==> config.mk <==
export PLATFORM = sky130hd
export DESIGN_NAME = fetch_unit
export DESIGN_NICKNAME = d
export VERILOG_FILES = /design/src/rtl/mips_pkg.sv /design/src/rtl/next_pc.sv /design/src/rtl/fetch_unit.sv
export SDC_FILE = /design/constraint.sdc
export NUM_CORES = 1
export LEC_CHECK = 0
export CAP_MARGIN = 10
export CORE_MARGIN = 3
export CORE_UTILIZATION = 64
export CTS_CLUSTER_DIAMETER = 60
export DETAILED_ROUTE_END_ITERATION = 12
export DONT_BUFFER_PORTS = 1
export HOLD_SLACK_MARGIN = 0.05
export PLACE_DENSITY = 0.86
export SLEW_MARGIN = 20
export SYNTH_ARGS = -nofsm -noshare
export SYNTH_HDL_FRONTEND = slang
export SYNTH_SLANG_ARGS = --single-unit
==> constraint.sdc <==
create_clock -name clk -period 5.3 [get_ports clk]
set_clock_uncertainty 0.1 [all_clocks]
set_input_delay 0.53 -clock clk [delete_from_list [all_inputs] [get_ports clk]]
set_output_delay 0.53 -clock clk [all_outputs]
set_load 0.005 [all_outputs]
==> src/rtl/mips_pkg.sv <==
// Shared MIPS definitions: opcode constants, fetch FSM state encoding and
// the instruction word width used by the fetch and decode stages.
package mips_pkg;

  localparam int INSTR_W = 32;

  localparam logic [5:0] OP_RTYPE = 6'd0;
  localparam logic [5:0] OP_LW    = 6'd35;
  localparam logic [5:0] OP_SW    = 6'd43;
  localparam logic [5:0] OP_BEQ   = 6'd4;

  typedef enum logic {
    FETCH_S = 1'b0,
    HOLD_S  = 1'b1
  } fetch_state_t;

endpackage

==> src/rtl/next_pc.sv <==
// Combinational next-PC computation: sequential (pc + 4) or BEQ-taken
// (pc + 4 + offset*4). All arithmetic wraps modulo 2^ADDR_W.
module next_pc #(
  parameter int ADDR_W = 32
) (
  input  logic [ADDR_W-1:0] pc,
  input  logic              branch_taken,
  input  logic [31:0]       branch_offset,
  output logic [ADDR_W-1:0] pc_plus4,
  output logic [ADDR_W-1:0] pc_next
);

  logic [31:0] offset_bytes;

  // Word offset to byte offset; the two zero LSBs keep pc word aligned.
  always_comb begin
    offset_bytes = branch_offset << 2;
    pc_plus4     = pc + ADDR_W'(4);
    pc_next      = branch_taken ? (pc_plus4 + offset_bytes[ADDR_W-1:0]) : pc_plus4;
  end

endmodule

==> src/rtl/fetch_unit.sv <==
// Instruction fetch stage: holds the PC, fetches one word over req/ack and
// presents it to decode under a valid/ready handshake until it retires.
module fetch_unit
  import mips_pkg::*;
#(
  parameter int                ADDR_W   = 32,
  parameter logic [ADDR_W-1:0] RESET_PC = '0
) (
  input  logic               clk,
  input  logic               reset,
  output logic               imem_req,
  output logic [ADDR_W-1:0]  imem_addr,
  input  logic               imem_ack,
  input  logic [INSTR_W-1:0] imem_rdata,
  output logic               instr_valid,
  input  logic               instr_ready,
  output logic [INSTR_W-1:0] instr,
  output logic [5:0]         opcode,
  output logic [5:0]         funct,
  output logic [ADDR_W-1:0]  pc,
  output logic [ADDR_W-1:0]  pc_plus4,
  input  logic               branch_taken,
  input  logic [31:0]        branch_offset,
  output logic [31:0]        retired_count
);

  fetch_state_t      state;
  fetch_state_t      state_next;
  logic [ADDR_W-1:0] pc_next;
  logic              retire;

  next_pc #(.ADDR_W(ADDR_W)) u_next_pc (
    .pc            (pc),
    .branch_taken  (branch_taken),
    .branch_offset (branch_offset),
    .pc_plus4      (pc_plus4),
    .pc_next       (pc_next)
  );

  always_ff @(posedge clk) begin
    if (reset) state <= FETCH_S;
    else       state <= state_next;
  end

  // Request is held until ack; instr_valid is simply "in HOLD".
  always_comb begin
    state_next  = state;
    imem_req    = 1'b0;
    instr_valid = 1'b0;
    retire      = 1'b0;
    case (state)
      FETCH_S: begin
        imem_req = 1'b1;
        if (imem_ack) state_next = HOLD_S;
      end
      HOLD_S: begin
        instr_valid = 1'b1;
        if (instr_ready) begin
          retire     = 1'b1;
          state_next = FETCH_S;
        end
      end
      default: state_next = FETCH_S;
    endcase
  end

  // Acks outside FETCH are dropped; reset discards coincident data or retire.
  always_ff @(posedge clk) begin
    if (reset) begin
      pc            <= RESET_PC;
      instr         <= '0;
      retired_count <= '0;
    end else begin
      if (state == FETCH_S && imem_ack) instr <= imem_rdata;
      if (retire) begin
        pc            <= pc_next;
        retired_count <= retired_count + 32'd1;
      end
    end
  end

  assign imem_addr = pc;
  assign opcode    = instr[31:26];
  assign funct     = instr[5:0];

endmodule

Yosys cells after proc, flatten, opt, wreduce, memory -nomap -nowiden
Cells that the tools add are included.
{"block": "op_classes", "bitwise": 1, "muxes": 8, "n_reduce_logical": 1, "add_sub_neg": 3}
{"op": "32-bit by 1-bit adder with 32-bit output, second input constant", "count": 1}
{"op": "32-bit by 3-bit adder with 32-bit output, second input constant", "count": 1}
{"op": "32-bit adder", "count": 1}
{"op": "32-bit two-way mux", "count": 1}
{"op": "1-bit two-way mux", "count": 6}
{"op": "1-bit case mux with 2 select lines", "count": 1}
{"op": "1-bit logical AND", "count": 1}
{"op": "1-bit NOT", "count": 1}
{"block": "totals", "inputBits": 69, "out_inout_bits": 174, "reg_bits": 97, "wordCells": 17}

Logic depth before layout (Yosys ltp)
Gate-level depths: netlist of the first run.
{"block": "depth", "word_depth": 3, "mapped_depth": 18, "ltp_nobuf": 17}

Cells and area by module
A second synthesis of the first run with hierarchy kept.
{"block": "unflattened", "cells_unflattened": 861, "area_unflattened_um2": 6498.7}
{"module": "fetch_unit", "area_per_inst_um2": 4107.7, "n_inst": 1, "seq_area_each_um2": 1941.9, "cells_each": 515}
{"module": "next_pc", "area_per_inst_um2": 2391.0, "n_inst": 1, "seq_area_each_um2": 0.0, "cells_each": 346}

Least setup slack after synthesis of the first run
Ideal clock, no wire load.
{"block": "synth_path", "kind": "reg-to-reg", "startpoint": "reg pc[2], in the netlist imem_addr[2]", "endpoint": "reg pc[31], in the netlist imem_addr[31]", "n_path_buf": 1, "setup_ns": 0.134, "arrival_time_ns": 4.012, "required_time_ns": 5.066, "path_stages_with_launch": 19, "slack_ns": 1.054, "synth_period_minus_slack_ns": 4.246, "cell_sequence": "dfxtp_1 ha_1 nand3_1 nor3_2 nand2_1 nor2_1 nand3_1 xnor2_1 ha_1 clkbuf_1 a21o_1 a21oi_1 o21ai_1 a21oi_1 mux2i_1 o21a_1 nand2_1 and3_1 or4b_1"}
{"block": "synth_via", "elab_chain_len": 3}
{"item": "start: declaration", "line": "fetch_unit.sv:20", "rtl": "output logic [ADDR_W-1:0] pc,"}
{"item": "start signal: assignment", "line": "fetch_unit.sv:76", "rtl": "pc <= pc_next;"}
{"item": "32-bit by 3-bit adder with 32-bit output", "line": "next_pc.sv:18", "rtl": "pc_plus4 = pc + ADDR_W'(4);"}
{"item": "named net pc_plus4[24]", "line": "fetch_unit.sv:21", "rtl": "output logic [ADDR_W-1:0] pc_plus4,"}
{"item": "32-bit adder", "line": "next_pc.sv:19", "rtl": "pc_next = branch_taken ? (pc_plus4 + offset_bytes[ADDR_W-1:0]) : pc_plus4;"}
{"item": "32-bit two-way mux", "line": "next_pc.sv:19"}
The timed path passes the listed nets, and every way through them passes these cells.
A chain may end at the register's enable or synchronous reset.

Final worst setup path of the first run
{"block": "layout_path", "startpoint": "reg pc[4], in the netlist imem_addr[4]", "endpoint": "reg pc[31], in the netlist imem_addr[31]"}
Same word-level chain as after synthesis.

==> results of run 1 <==
## area by class of cell
class,instances,area share
clock inverters,6,0.008470
well taps,133,0.02620
clock buffers,9,0.01950
flip-flops and latches,95,0.2994
inverters,19,0.01123
multi-input cells,639,0.6293
repair buffers,5,0.005909
## through the flow
stage               instance area (um^2)  setup slack [ns]  total power (uW)  utilization  hold slack [ns]
floorplan                           6469             1.054              1009            -           0.3527
global placement                    6170            0.8592              1017       0.6312           0.3562
detailed placement                  6170            0.7327              1028       0.6312           0.3649
CTS                                 6347            0.6778              1479       0.6494           0.1131
global route                        6352            0.3803              1542       0.6499           0.1081
finish                              6352            0.6286              1475       0.6499           0.1419
## logic make-up (layout without fill, tap and decap cells)
kind of cell	count (synthesis)	count (layout)	share of synthesized area
compound gates	210	210	0.2016
xor+xnor	77	77	0.1046
fa+ha+maj	38	38	0.07488
buf+inv	104	39	0.08943
flops	95	95	0.2949
mux	2	2	0.003104
other cells	1	6	0.0005814
simple gates	306	306	0.2310
## sequential cells by signal, indices dropped and copies added (netlist names)
register and cells:
state 1, retired_count 32, imem_addr 30, instr 32
## layer usage
layer | GRT usage | vias up | share of wire
met2 | 0.4910 | 274 | 0.49
met3 | 0.08318 | 41 | 0.090
met1 | 0.3260 | 2723 | 0.39
li1 | - | 2732 | -
met5 | 0 | - | 0
met4 | 0.1175 | 0 | 0.025
## cell usage after synthesis, types with 16 or more instances
master                       n
sky130_fd_sc_hd__xor2_1     42
sky130_fd_sc_hd__dfxtp_1    95
sky130_fd_sc_hd__nand3_1    25
sky130_fd_sc_hd__clkbuf_1   22
sky130_fd_sc_hd__nor2_1     72
sky130_fd_sc_hd__nand2_1   114
sky130_fd_sc_hd__inv_1      19
sky130_fd_sc_hd__o21ai_0    28
sky130_fd_sc_hd__xnor2_1    35
sky130_fd_sc_hd__nand4_1    16
sky130_fd_sc_hd__and3_1     18
sky130_fd_sc_hd__buf_4      49
sky130_fd_sc_hd__ha_1       37
sky130_fd_sc_hd__a21o_1     24
sky130_fd_sc_hd__a21oi_1    92
## worst max-delay path by stage
stage,start,end,slack (ns),cells after the start
floorplan,imem_addr[2],imem_addr[31],1.05,18
global placement,imem_addr[4],imem_addr[31],0.86,16
detailed placement,imem_addr[4],imem_addr[31],0.73,16
CTS,imem_addr[4],imem_addr[31],0.68,16
global route,imem_addr[4],imem_addr[31],0.38,16
finish,imem_addr[4],imem_addr[31],0.63,16
## power by group through the flow
stage               combinational (uW)  sequential (uW)  clock, uW
floorplan                          227              782          0
global placement                   223              794          0
detailed placement                 232              796          0
CTS                                234              779        466
global route                       264              785        494
finish                             237              780        459
==> metrics.txt, run 1 <==
# TYPE chip_impl_metric gauge
chip_impl_info{name="run_status",value="finished clean"} 1
chip_impl_metric{name="switchingPower",unit="uW"} 464.1
chip_impl_metric{name="vias",unit=""} 5770
chip_impl_info{name="critical_path_sink_type",value="flop"} 1
chip_impl_metric{name="initialDrtViolationCount",unit=""} 387
chip_impl_metric{name="antenna_violations_before_repair",unit=""} 0
chip_impl_metric{name="clk_pin_slew_worst_paths",unit="ns"} 0.11
chip_impl_info{name="worst-setup-path-type",value="reg2reg"} 1
chip_impl_metric{name="setup_viol_count_final",unit=""} 0
chip_impl_metric{name="fillCellCount",unit=""} 861
chip_impl_metric{name="ys_types",unit=""} 67
chip_impl_metric{name="cp.required",unit="ns"} 5.42
chip_impl_info{name="timing.critical_path.max_delay_family",value="simple AND/OR/NAND/NOR gates"} 1
chip_impl_metric{name="worstPathBufferInverterCount",unit=""} 0
chip_impl_metric{name="r2r_setup_slack",unit="ns"} 0.63
chip_impl_metric{name="final_net_count",unit=""} 876
chip_impl_metric{name="drc",unit=""} 0
chip_impl_info{name="netlist_top_cells_area",value="sky130_fd_sc_hd__dfxtp_1 29%, sky130_fd_sc_hd__ha_1 7.2%, sky130_fd_sc_hd__a21oi_1 7.1%, sky130_fd_sc_hd__nand2_1 6.6%, sky130_fd_sc_hd__buf_4 5.7%"} 1
chip_impl_metric{name="grt-ovfl-total",unit=""} 0
chip_impl_metric{name="cts.repair_timing.setup_buffer_count",unit=""} 0
chip_impl_metric{name="critical_path_arrival",unit="ns"} 4.79
chip_impl_metric{name="timing.slew.headroom",unit=""} 0.3368
chip_impl_metric{name="die_y",unit="um"} 106.4
chip_impl_metric{name="viasPerCell",unit=""} 6.369
chip_impl_info{name="worstHoldStart",value="reset"} 1
chip_impl_metric{name="syn_area_per_cell",unit="um^2"} 7.743
chip_impl_metric{name="synthesis.instances",unit=""} 833
chip_impl_metric{name="grt.total_usage",unit=""} 0.2837
chip_impl_metric{name="timing.max_cap.violations",unit=""} 0
chip_impl_info{name="rsz_0062_raised_after_global_routing",value="no"} 1
chip_impl_metric{name="die-width",unit="um"} 106.4
chip_impl_metric{name="f_max",unit="MHz"} 214.1
chip_impl_metric{name="grt_pass1_wl",unit="um"} 26340
chip_impl_metric{name="post-dp-hpwl",unit="um"} 12570
chip_impl_metric{name="ir_worst_vdd",unit="uV"} 113.9
chip_impl_metric{name="route.final.wire_length",unit="um"} 16890
chip_impl_info{name="worst_r2r_endpoint",value="imem_addr[31]"} 1
chip_impl_metric{name="worstMarginPinSlew",unit="ns"} 0.9872
chip_impl_info{name="layout_common_cells",value="114 x sky130_fd_sc_hd__nand2_1, 95 x sky130_fd_sc_hd__dfxtp_1, 92 x sky130_fd_sc_hd__a21oi_1, 72 x sky130_fd_sc_hd__nor2_1, 42 x sky130_fd_sc_hd__xor2_1"} 1
chip_impl_info{name="root_buffer",value="sky130_fd_sc_hd__clkbuf_8"} 1
chip_impl_metric{name="cell_internal_pwr",unit="uW"} 1011
chip_impl_metric{name="dieArea",unit="mm^2"} 0.01132
chip_impl_info{name="ordered_list_of_cells_on_the_worst_path",value="nand3_1 > nor3_2 > nand2_1 > nor2_1 > nand3_1 > xnor2_1 > ha_1 > a21o_1 > a21oi_1 > o21ai_1 > a21oi_1 > mux2i_1 > o21a_1 > nand2_1 > and3_1 > or4b_1"} 1
chip_impl_metric{name="synth_enable_flop_cells",unit=""} 0
chip_impl_metric{name="timing.final.crit_share",unit=""} 0.8814
chip_impl_metric{name="pin_count_of_the_biggest_net_entering_global_routing",unit=""} 92
chip_impl_metric{name="final_period_minus_worst_setup_slack",unit="ns"} 4.671
chip_impl_metric{name="min_delay_path_depth",unit=""} 1
chip_impl_metric{name="seq_area",unit="mm^2"} 0.001902
chip_impl_info{name="mostFrequentLayoutCell",value="sky130_fd_sc_hd__nand2_1"} 1
chip_impl_metric{name="placeableCoreArea",unit="mm^2"} 0.009774
chip_impl_metric{name="ioPinCount",unit=""} 243
chip_impl_metric{name="slew_viol_final",unit=""} 0
chip_impl_metric{name="r2r_cells",unit=""} 16
chip_impl_metric{name="critical-path-max-stage-delay",unit="ns"} 0.58
chip_impl_metric{name="first_global_vias",unit=""} 5601
chip_impl_metric{name="worstSkewPairLatency",unit="ns"} 0.36
chip_impl_info{name="hp-class",value="in2reg"} 1
chip_impl_metric{name="setup-tns-final",unit="ns"} 0
chip_impl_metric{name="cts_repair_resize_count",unit=""} 0
chip_impl_info{name="worstReg2RegStart",value="imem_addr[4]"} 1
chip_impl_metric{name="detail_route.first_pass.iterations",unit=""} 5
chip_impl_metric{name="synth-seq-area-share",unit=""} 0.2949
chip_impl_metric{name="numCtsBuffers",unit=""} 9
chip_impl_info{name="timing.hold.worst_endpoint",value="retired_count[25]"} 1
chip_impl_metric{name="share_comb_of_total_power",unit=""} 0.160
chip_impl_metric{name="post_drt_wl_per_cell",unit="um"} 18.64
chip_impl_metric{name="areaGrowthSynthToFinish",unit="%"} -1.513
chip_impl_metric{name="finish.cell_count_without_fillers",unit=""} 906
chip_impl_metric{name="worstPathMaxFanout",unit=""} 9
chip_impl_metric{name="core.rowCount",unit=""} 36
chip_impl_metric{name="leakage",unit="uW"} 0.002685
chip_impl_metric{name="clock_tree.buffer_depth",unit=""} 2
chip_impl_metric{name="antenna_violating_nets_post_route",unit=""} 0
chip_impl_metric{name="antenna-diode-count",unit=""} 0
chip_impl_metric{name="power_density",unit="mW/mm^2"} 232.2
chip_impl_metric{name="initial_standard_cell_utilization_of_the_core",unit=""} 0.6599
chip_impl_metric{name="share_seq_of_total_power",unit=""} 0.529
chip_impl_metric{name="place.port_buffers",unit=""} 0
chip_impl_metric{name="gp_congestion",unit=""} 0.9055
chip_impl_metric{name="multi_input_gate_area",unit="mm^2"} 0.003998
chip_impl_info{name="cp-start-kind",value="flop"} 1
chip_impl_metric{name="post-place-cells",unit=""} 891
chip_impl_metric{name="finalHoldViolations",unit=""} 0
chip_impl_metric{name="cts_num_sinks",unit=""} 95
chip_impl_metric{name="p_clk_frac",unit=""} 0.311
chip_impl_metric{name="fraction_of_layout_instances_using_a_drive_strength_above_1",unit=""} 0.05045
chip_impl_info{name="clock_tree_from_tritoncts",value="done"} 1
chip_impl_info{name="yosysTopAreaCell",value="sky130_fd_sc_hd__dfxtp_1"} 1
chip_impl_metric{name="synth_async_sr_flop_share",unit=""} 0
chip_impl_metric{name="swShare",unit=""} 0.3147
chip_impl_metric{name="synth_top_cell_area_share",unit=""} 0.2949
chip_impl_info{name="synth_flop_cell",value="sky130_fd_sc_hd__dfxtp_1"} 1
chip_impl_metric{name="yosysWarningCount",unit=""} 0
chip_impl_metric{name="holdBufCountCts",unit=""} 0
chip_impl_info{name="cp_slowest_cell",value="sky130_fd_sc_hd__dfxtp_1"} 1
chip_impl_metric{name="ctsHtreeMaxLevel",unit=""} 3
chip_impl_metric{name="yosys_register_bits",unit=""} 95
chip_impl_metric{name="synthesis.area",unit="mm^2"} 0.006450
No activity file was read; power rests on OpenSTA's default activity.
==> inputs of run 2 (changes only) <==
Settings changed: CORE_UTILIZATION 64 to 40, PLACE_DENSITY 0.86 to 0.6, REMOVE_ABC_BUFFERS from default to 1.
==> metrics.txt, run 2 (synthesized netlist as in run 1, its figures left out) <==
# TYPE chip_impl_metric gauge
chip_impl_info{name="run_status",value="finished clean"} 1
chip_impl_metric{name="worstSkewPairLatency",unit="ns"} 0.35
chip_impl_metric{name="timing.max_cap.violations",unit=""} 0
chip_impl_metric{name="gp_congestion",unit=""} 0.8154
chip_impl_metric{name="holdBufCountCts",unit=""} 0
chip_impl_metric{name="pin_count_of_the_biggest_net_entering_global_routing",unit=""} 92
chip_impl_metric{name="post-dp-hpwl",unit="um"} 12710
chip_impl_info{name="mostFrequentLayoutCell",value="sky130_fd_sc_hd__nand2_1"} 1
chip_impl_metric{name="final_period_minus_worst_setup_slack",unit="ns"} 4.807
chip_impl_info{name="worst-setup-path-type",value="reg2reg"} 1
chip_impl_metric{name="cts_num_sinks",unit=""} 95
chip_impl_metric{name="timing.slew.headroom",unit=""} 0.3706
chip_impl_metric{name="core.rowCount",unit=""} 45
chip_impl_metric{name="power_density",unit="mW/mm^2"} 253.4
chip_impl_metric{name="dieArea",unit="mm^2"} 0.01769
chip_impl_metric{name="initial_standard_cell_utilization_of_the_core",unit=""} 0.4166
chip_impl_metric{name="vias",unit=""} 5462
chip_impl_info{name="cp-start-kind",value="flop"} 1
chip_impl_metric{name="route.final.wire_length",unit="um"} 17260
chip_impl_metric{name="grt_pass1_wl",unit="um"} 27180
chip_impl_metric{name="antenna-diode-count",unit=""} 0
chip_impl_metric{name="clk_pin_slew_worst_paths",unit="ns"} 0.07
chip_impl_metric{name="areaGrowthSynthToFinish",unit="%"} 1.979
chip_impl_info{name="layout_common_cells",value="113 x sky130_fd_sc_hd__nand2_1, 95 x sky130_fd_sc_hd__dfxtp_1, 92 x sky130_fd_sc_hd__a21oi_1, 72 x sky130_fd_sc_hd__nor2_1, 42 x sky130_fd_sc_hd__xor2_1"} 1
chip_impl_metric{name="setup-tns-final",unit="ns"} 0
chip_impl_metric{name="ctsHtreeMaxLevel",unit=""} 3
chip_impl_metric{name="place.port_buffers",unit=""} 0
chip_impl_metric{name="cts.repair_timing.setup_buffer_count",unit=""} 0
chip_impl_info{name="critical_path_sink_type",value="flop"} 1
chip_impl_metric{name="leakage",unit="uW"} 0.002748
chip_impl_metric{name="cts_repair_resize_count",unit=""} 0
chip_impl_metric{name="drc",unit=""} 0
chip_impl_metric{name="finalHoldViolations",unit=""} 0
chip_impl_metric{name="first_global_vias",unit=""} 5022
chip_impl_metric{name="worstPathMaxFanout",unit=""} 8
chip_impl_metric{name="fillCellCount",unit=""} 1648
chip_impl_metric{name="grt.total_usage",unit=""} 0.1871
chip_impl_metric{name="share_of_the_core_filled_with_cells",unit=""} 0.4248
chip_impl_metric{name="setup_viol_count_final",unit=""} 0
chip_impl_metric{name="antenna_violations_before_repair",unit=""} 0
chip_impl_metric{name="power",unit="uW"} 1667
chip_impl_info{name="rsz_0062_raised_after_global_routing",value="no"} 1
chip_impl_metric{name="die-width",unit="um"} 133.0
chip_impl_metric{name="slew_viol_final",unit=""} 0
chip_impl_metric{name="numCtsBuffers",unit=""} 9
chip_impl_metric{name="final_net_count",unit=""} 877
chip_impl_metric{name="ioPinCount",unit=""} 243
chip_impl_metric{name="detail_route.first_pass.iterations",unit=""} 4
chip_impl_metric{name="viasPerCell",unit=""} 5.540
chip_impl_info{name="root_buffer",value="sky130_fd_sc_hd__clkbuf_16"} 1
chip_impl_info{name="clock_tree_from_tritoncts",value="done"} 1
chip_impl_metric{name="critical_path_arrival",unit="ns"} 4.94
chip_impl_metric{name="post_drt_wl_per_cell",unit="um"} 17.50
chip_impl_metric{name="grt-ovfl-total",unit=""} 0
chip_impl_metric{name="ir_worst_vdd",unit="uV"} 134.9
chip_impl_metric{name="initialDrtViolationCount",unit=""} 253
chip_impl_metric{name="f_max",unit="MHz"} 208.0
chip_impl_metric{name="worstMarginPinSlew",unit="ns"} 0.9369
chip_impl_info{name="hp-class",value="in2reg"} 1
chip_impl_metric{name="die_y",unit="um"} 133.0
chip_impl_metric{name="cp.required",unit="ns"} 5.43
chip_impl_metric{name="timing.final.crit_share",unit=""} 0.9071
chip_impl_metric{name="fraction_of_layout_instances_using_a_drive_strength_above_1",unit=""} 0.05419
chip_impl_metric{name="antenna_violating_nets_post_route",unit=""} 0
chip_impl_metric{name="clock_tree.buffer_depth",unit=""} 2
chip_impl_metric{name="placeableCoreArea",unit="mm^2"} 0.01548
## run 2: per-layer routing
metal  up-vias  GRT usage  wire length [um]
li1       2734          -                 -
met1      2545     0.2301              7587
met2       177     0.3081              8022
met3         6    0.06198              1525
met4         0    0.06178               119
met5         -          0                 0
## run 2: area by class of cell
class | instances | area [um^2] | share of cell area
Clock buffer | 9 | 225.2 | 0.03424
Clock inverter | 7 | 75.07 | 0.01141
Inverter | 19 | 71.32 | 0.01084
Multi-Input combinational cell | 639 | 3995 | 0.6074
Sequential cell | 95 | 1902 | 0.2891
Tap cell | 211 | 264.0 | 0.04014
Timing Repair Buffer | 6 | 45.04 | 0.006848
## run 2: final timing paths
check                                   from                end  slack (ns)  depth (start not counted)
worst max-delay path            imem_addr[3]      imem_addr[31]        0.49                         17
worst min-delay path                   reset  retired_count[19]        0.15                          1
worst max register to register  imem_addr[3]      imem_addr[31]        0.49                         17
worst min register to register     instr[22]          instr[22]        0.37                          2
## run 2: critical path, cell delays in order (launching register included)
cell and delay (ns):
sky130_fd_sc_hd__dfxtp_1 0.51, sky130_fd_sc_hd__ha_1 0.34, sky130_fd_sc_hd__nand3_1 0.22, sky130_fd_sc_hd__nor3_2 0.28, sky130_fd_sc_hd__nand2_1 0.17, sky130_fd_sc_hd__nor2_1 0.31
sky130_fd_sc_hd__nand3_1 0.14, sky130_fd_sc_hd__xnor2_1 0.36, sky130_fd_sc_hd__ha_1 0.40, sky130_fd_sc_hd__a21o_1 0.22, sky130_fd_sc_hd__a21oi_1 0.18, sky130_fd_sc_hd__o21ai_1 0.11
sky130_fd_sc_hd__a21oi_1 0.26, sky130_fd_sc_hd__mux2i_1 0.22, sky130_fd_sc_hd__o21a_1 0.16, sky130_fd_sc_hd__nand2_1 0.07, sky130_fd_sc_hd__and3_1 0.16, sky130_fd_sc_hd__or4b_1 0.48
## run 2: where the power goes
| part | total (uW) | switching (uW) | internal, uW |
|---|---|---|---|
| logic | 234 | 139 | 94.5 |
| clock network | 655 | 321 | 334 |
| registers | 778 | 38.2 | 739 |
| total | 1670 | 498 | 1170 |
## run 2: through the flow
stage / instances / area, um^2 / hold WS [ns] / setup WS [ns]
after floorplan: 753 / 5963 / 0.3467 / 1.109
after global placement: 970 / 6275 / 0.3576 / 0.5675
after detailed placement: 970 / 6275 / 0.3626 / 0.6010
after CTS: 986 / 6575 / 0.1252 / 0.5229
after global routing: 986 / 6578 / 0.1261 / 0.1499
final: 986 / 6578 / 0.1492 / 0.4925
==> inputs of run 3 (changes only) <==
Settings changed: SLEW_MARGIN 20 to 10, SYNTH_HIERARCHICAL from default to 1.
==> metrics.txt, run 3 <==
# TYPE chip_impl_metric gauge
chip_impl_metric{name="final_period_minus_worst_setup_slack",unit="ns"} 4.594
chip_impl_metric{name="drc",unit=""} 0
chip_impl_metric{name="timing.max_cap.violations",unit=""} 0
chip_impl_metric{name="grt-ovfl-total",unit=""} 0
chip_impl_metric{name="synth_enable_flop_cells",unit=""} 0
chip_impl_info{name="worst-setup-path-type",value="reg2reg"} 1
chip_impl_metric{name="ir_worst_vdd",unit="uV"} 141.8
chip_impl_metric{name="worstPathBufferInverterCount",unit=""} 0
chip_impl_metric{name="viasPerCell",unit=""} 5.602
chip_impl_metric{name="yosys_register_bits",unit=""} 97
chip_impl_metric{name="hold_ws",unit="ns"} 0.1465
chip_impl_metric{name="synth-seq-area-share",unit=""} 0.2988
chip_impl_metric{name="setup_viol_count_final",unit=""} 0
chip_impl_metric{name="leakage",unit="uW"} 0.002494
chip_impl_metric{name="slew_viol_final",unit=""} 0
chip_impl_metric{name="detail_route.first_pass.iterations",unit=""} 5
chip_impl_info{name="netlist_top_cells_area",value="sky130_fd_sc_hd__dfxtp_1 30%, sky130_fd_sc_hd__nand2_1 10%, sky130_fd_sc_hd__a21oi_1 9.9%, sky130_fd_sc_hd__ha_1 7.1%, sky130_fd_sc_hd__buf_4 5.5%"} 1
chip_impl_metric{name="antenna_violating_nets_post_route",unit=""} 0
chip_impl_metric{name="ys_types",unit=""} 57
chip_impl_metric{name="initial_standard_cell_utilization_of_the_core",unit=""} 0.4182
chip_impl_metric{name="cp.required",unit="ns"} 5.47
chip_impl_metric{name="cts_num_sinks",unit=""} 97
chip_impl_info{name="timing.critical_path.max_delay_family",value="simple AND/OR/NAND/NOR gates"} 1
chip_impl_metric{name="die_y",unit="um"} 133.5
chip_impl_metric{name="critical_path_arrival",unit="ns"} 4.77
chip_impl_info{name="rsz_0062_raised_after_global_routing",value="no"} 1
chip_impl_info{name="mostFrequentLayoutCell",value="sky130_fd_sc_hd__nand2_1"} 1
chip_impl_metric{name="die-width",unit="um"} 133.5
chip_impl_metric{name="synthesis.area",unit="mm^2"} 0.006499
chip_impl_metric{name="timing.slew.headroom",unit=""} 0.3024
chip_impl_metric{name="yosysWarningCount",unit=""} 6
chip_impl_metric{name="grt_pass1_wl",unit="um"} 28150
chip_impl_info{name="cp-start-kind",value="flop"} 1
chip_impl_metric{name="holdBufCountCts",unit=""} 0
chip_impl_metric{name="synth_top_cell_area_share",unit=""} 0.2988
chip_impl_metric{name="preCtsSetupSlack",unit="ns"} 0.7614
chip_impl_metric{name="initialDrtViolationCount",unit=""} 297
chip_impl_info{name="clock_tree_from_tritoncts",value="done"} 1
chip_impl_info{name="ordered_list_of_cells_on_the_worst_path",value="nand3_1 > or3_1 > nor2_1 > nand3_1 > xnor2_1 > ha_1 > or3_1 > a311o_1 > o311ai_4 > nor2_1 > a311o_1 > xnor2_1 > a21oi_1 > nand2_1 > a21oi_1"} 1
chip_impl_metric{name="post_drt_wl_per_cell",unit="um"} 17.71
chip_impl_metric{name="worstPathMaxFanout",unit=""} 6
chip_impl_metric{name="post_dp_cell_area",unit="mm^2"} 0.006281
chip_impl_metric{name="placeableCoreArea",unit="mm^2"} 0.01554
chip_impl_metric{name="worstSkewPairLatency",unit="ns"} 0.35
chip_impl_metric{name="vias",unit=""} 5624
chip_impl_metric{name="final_net_count",unit=""} 895
chip_impl_metric{name="grt.total_usage",unit=""} 0.1923
chip_impl_metric{name="setup-tns-final",unit="ns"} 0
chip_impl_metric{name="finalWorstSetupSlack",unit="ns"} 0.7064
chip_impl_metric{name="ioPinCount",unit=""} 243
chip_impl_metric{name="fraction_of_layout_instances_using_a_drive_strength_above_1",unit=""} 0.04666
chip_impl_metric{name="antenna_violations_before_repair",unit=""} 0
chip_impl_info{name="ranking_of_synthesized_cells_by_instance_count",value="173 x sky130_fd_sc_hd__nand2_1, 129 x sky130_fd_sc_hd__a21oi_1, 97 x sky130_fd_sc_hd__dfxtp_1"} 1
chip_impl_metric{name="synth_async_sr_flop_share",unit=""} 0
chip_impl_metric{name="final_cell_area",unit="mm^2"} 0.006641
chip_impl_metric{name="cts_repair_resize_count",unit=""} 0
chip_impl_metric{name="place.port_buffers",unit=""} 0
chip_impl_metric{name="dieArea",unit="mm^2"} 0.01781
chip_impl_metric{name="first_global_vias",unit=""} 5116
chip_impl_metric{name="syn_area_per_cell",unit="um^2"} 7.548
chip_impl_info{name="hp-class",value="in2reg"} 1
chip_impl_metric{name="timing.final.crit_share",unit=""} 0.8667
chip_impl_metric{name="cts.repair_timing.setup_buffer_count",unit=""} 0
chip_impl_metric{name="numCtsBuffers",unit=""} 9
chip_impl_metric{name="route.final.wire_length",unit="um"} 17780
chip_impl_metric{name="power_density",unit="mW/mm^2"} 269.8
chip_impl_info{name="synth_flop_cell",value="sky130_fd_sc_hd__dfxtp_1"} 1
chip_impl_metric{name="ctsHtreeMaxLevel",unit=""} 3
chip_impl_metric{name="synthesis.instances",unit=""} 861
chip_impl_metric{name="gp_congestion",unit=""} 0.8539
chip_impl_metric{name="critical-path-max-stage-delay",unit="ns"} 0.54
chip_impl_metric{name="clock_tree.buffer_depth",unit=""} 2
chip_impl_info{name="yosysTopAreaCell",value="sky130_fd_sc_hd__dfxtp_1"} 1
chip_impl_metric{name="post-dp-hpwl",unit="um"} 12960
chip_impl_info{name="cp_slowest_cell",value="sky130_fd_sc_hd__dfxtp_1"} 1
chip_impl_metric{name="areaGrowthSynthToFinish",unit="%"} 2.195
chip_impl_metric{name="pin_count_of_the_biggest_net_entering_global_routing",unit=""} 101
chip_impl_info{name="synth.most_common_cell",value="sky130_fd_sc_hd__nand2_1"} 1
chip_impl_metric{name="f_max",unit="MHz"} 217.7
chip_impl_info{name="root_buffer",value="sky130_fd_sc_hd__clkbuf_16"} 1
chip_impl_metric{name="worstMarginPinSlew",unit="ns"} 1.046
chip_impl_metric{name="finalHoldViolations",unit=""} 0
chip_impl_metric{name="core.rowCount",unit=""} 45
chip_impl_info{name="critical_path_sink_type",value="flop"} 1
chip_impl_info{name="layout_common_cells",value="173 x sky130_fd_sc_hd__nand2_1, 129 x sky130_fd_sc_hd__a21oi_1, 97 x sky130_fd_sc_hd__dfxtp_1, 55 x sky130_fd_sc_hd__nor2_1, 37 x sky130_fd_sc_hd__ha_1"} 1
chip_impl_metric{name="clk_pin_slew_worst_paths",unit="ns"} 0.07
chip_impl_info{name="run_status",value="finished clean"} 1
chip_impl_metric{name="antenna-diode-count",unit=""} 0
[run 3: cell count changes in the layout (fill, tap and decap cells not counted), sizes merged, moves of 12 or more]
cell,before,now
nor2,74,55
o31ai,2,16
o21ai,34,16
xor2,42,30
a21oi,92,129
or4,3,17
nand2,117,174
[run 3: kinds of logic (layout without fill, tap and decap cells)]
family | count (synthesis) | after routing | synth area share
AND/OR/NAND/NOR | 354 | 354 | 0.2576
buffers and inverters | 102 | 34 | 0.08683
flip-flops | 97 | 97 | 0.2988
multiplexers | 4 | 4 | 0.006931
AO/OA/AOI/OAI | 203 | 203 | 0.1906
adder cells (fa/ha/maj) | 38 | 38 | 0.07432
XOR/XNOR | 63 | 63 | 0.08491
[run 3: stage by stage]
stage	cells	total power [uW]	util
6_report	1004	1792	0.4274
2_1_floorplan	773	968.6	-
3_5_place_dp	988	1021	0.4042
5_1_grt	1004	1876	0.4274
4_1_cts	1004	1813	0.4274
3_3_place_gp	988	1019	0.4042
[run 3: layout make-up]
class	count	area, um^2
Sequential cell	97	1942
Inverter	14	52.55
Clock buffer	11	252.7
Multi-Input combinational cell	662	3993
Fill cell	1658	8899
Tap cell	211	264.0
Clock inverter	5	107.6
Timing Repair Buffer	4	30.03
[run 3: worst paths after layout]
kind	cells past startpoint	slack (ns)	startpoint	end
worst max-delay path	15	0.71	imem_addr[10]	imem_addr[29]
worst max register to register	15	0.71	imem_addr[10]	imem_addr[29]
worst min-delay path	1	0.15	reset	retired_count[14]
worst min register to register	2	0.37	instr[19]	instr[19]
[run 3: report_power, final]
part           internal (uW)  leakage (uW)  switching [uW]
clock                    491      0.000177             297
sequential               753      0.000788            36.5
combinational           87.0       0.00153             127
total                   1330       0.00249             461
[run 3: routing by layer]
layer	share of wire	GRT usage	vias to the layer above
met2	0.45	0.3028	191
met3	0.088	0.06042	14
li1	-	-	2828
met1	0.45	0.2563	2591
met5	0	0	-
met4	0.013	0.05029	0
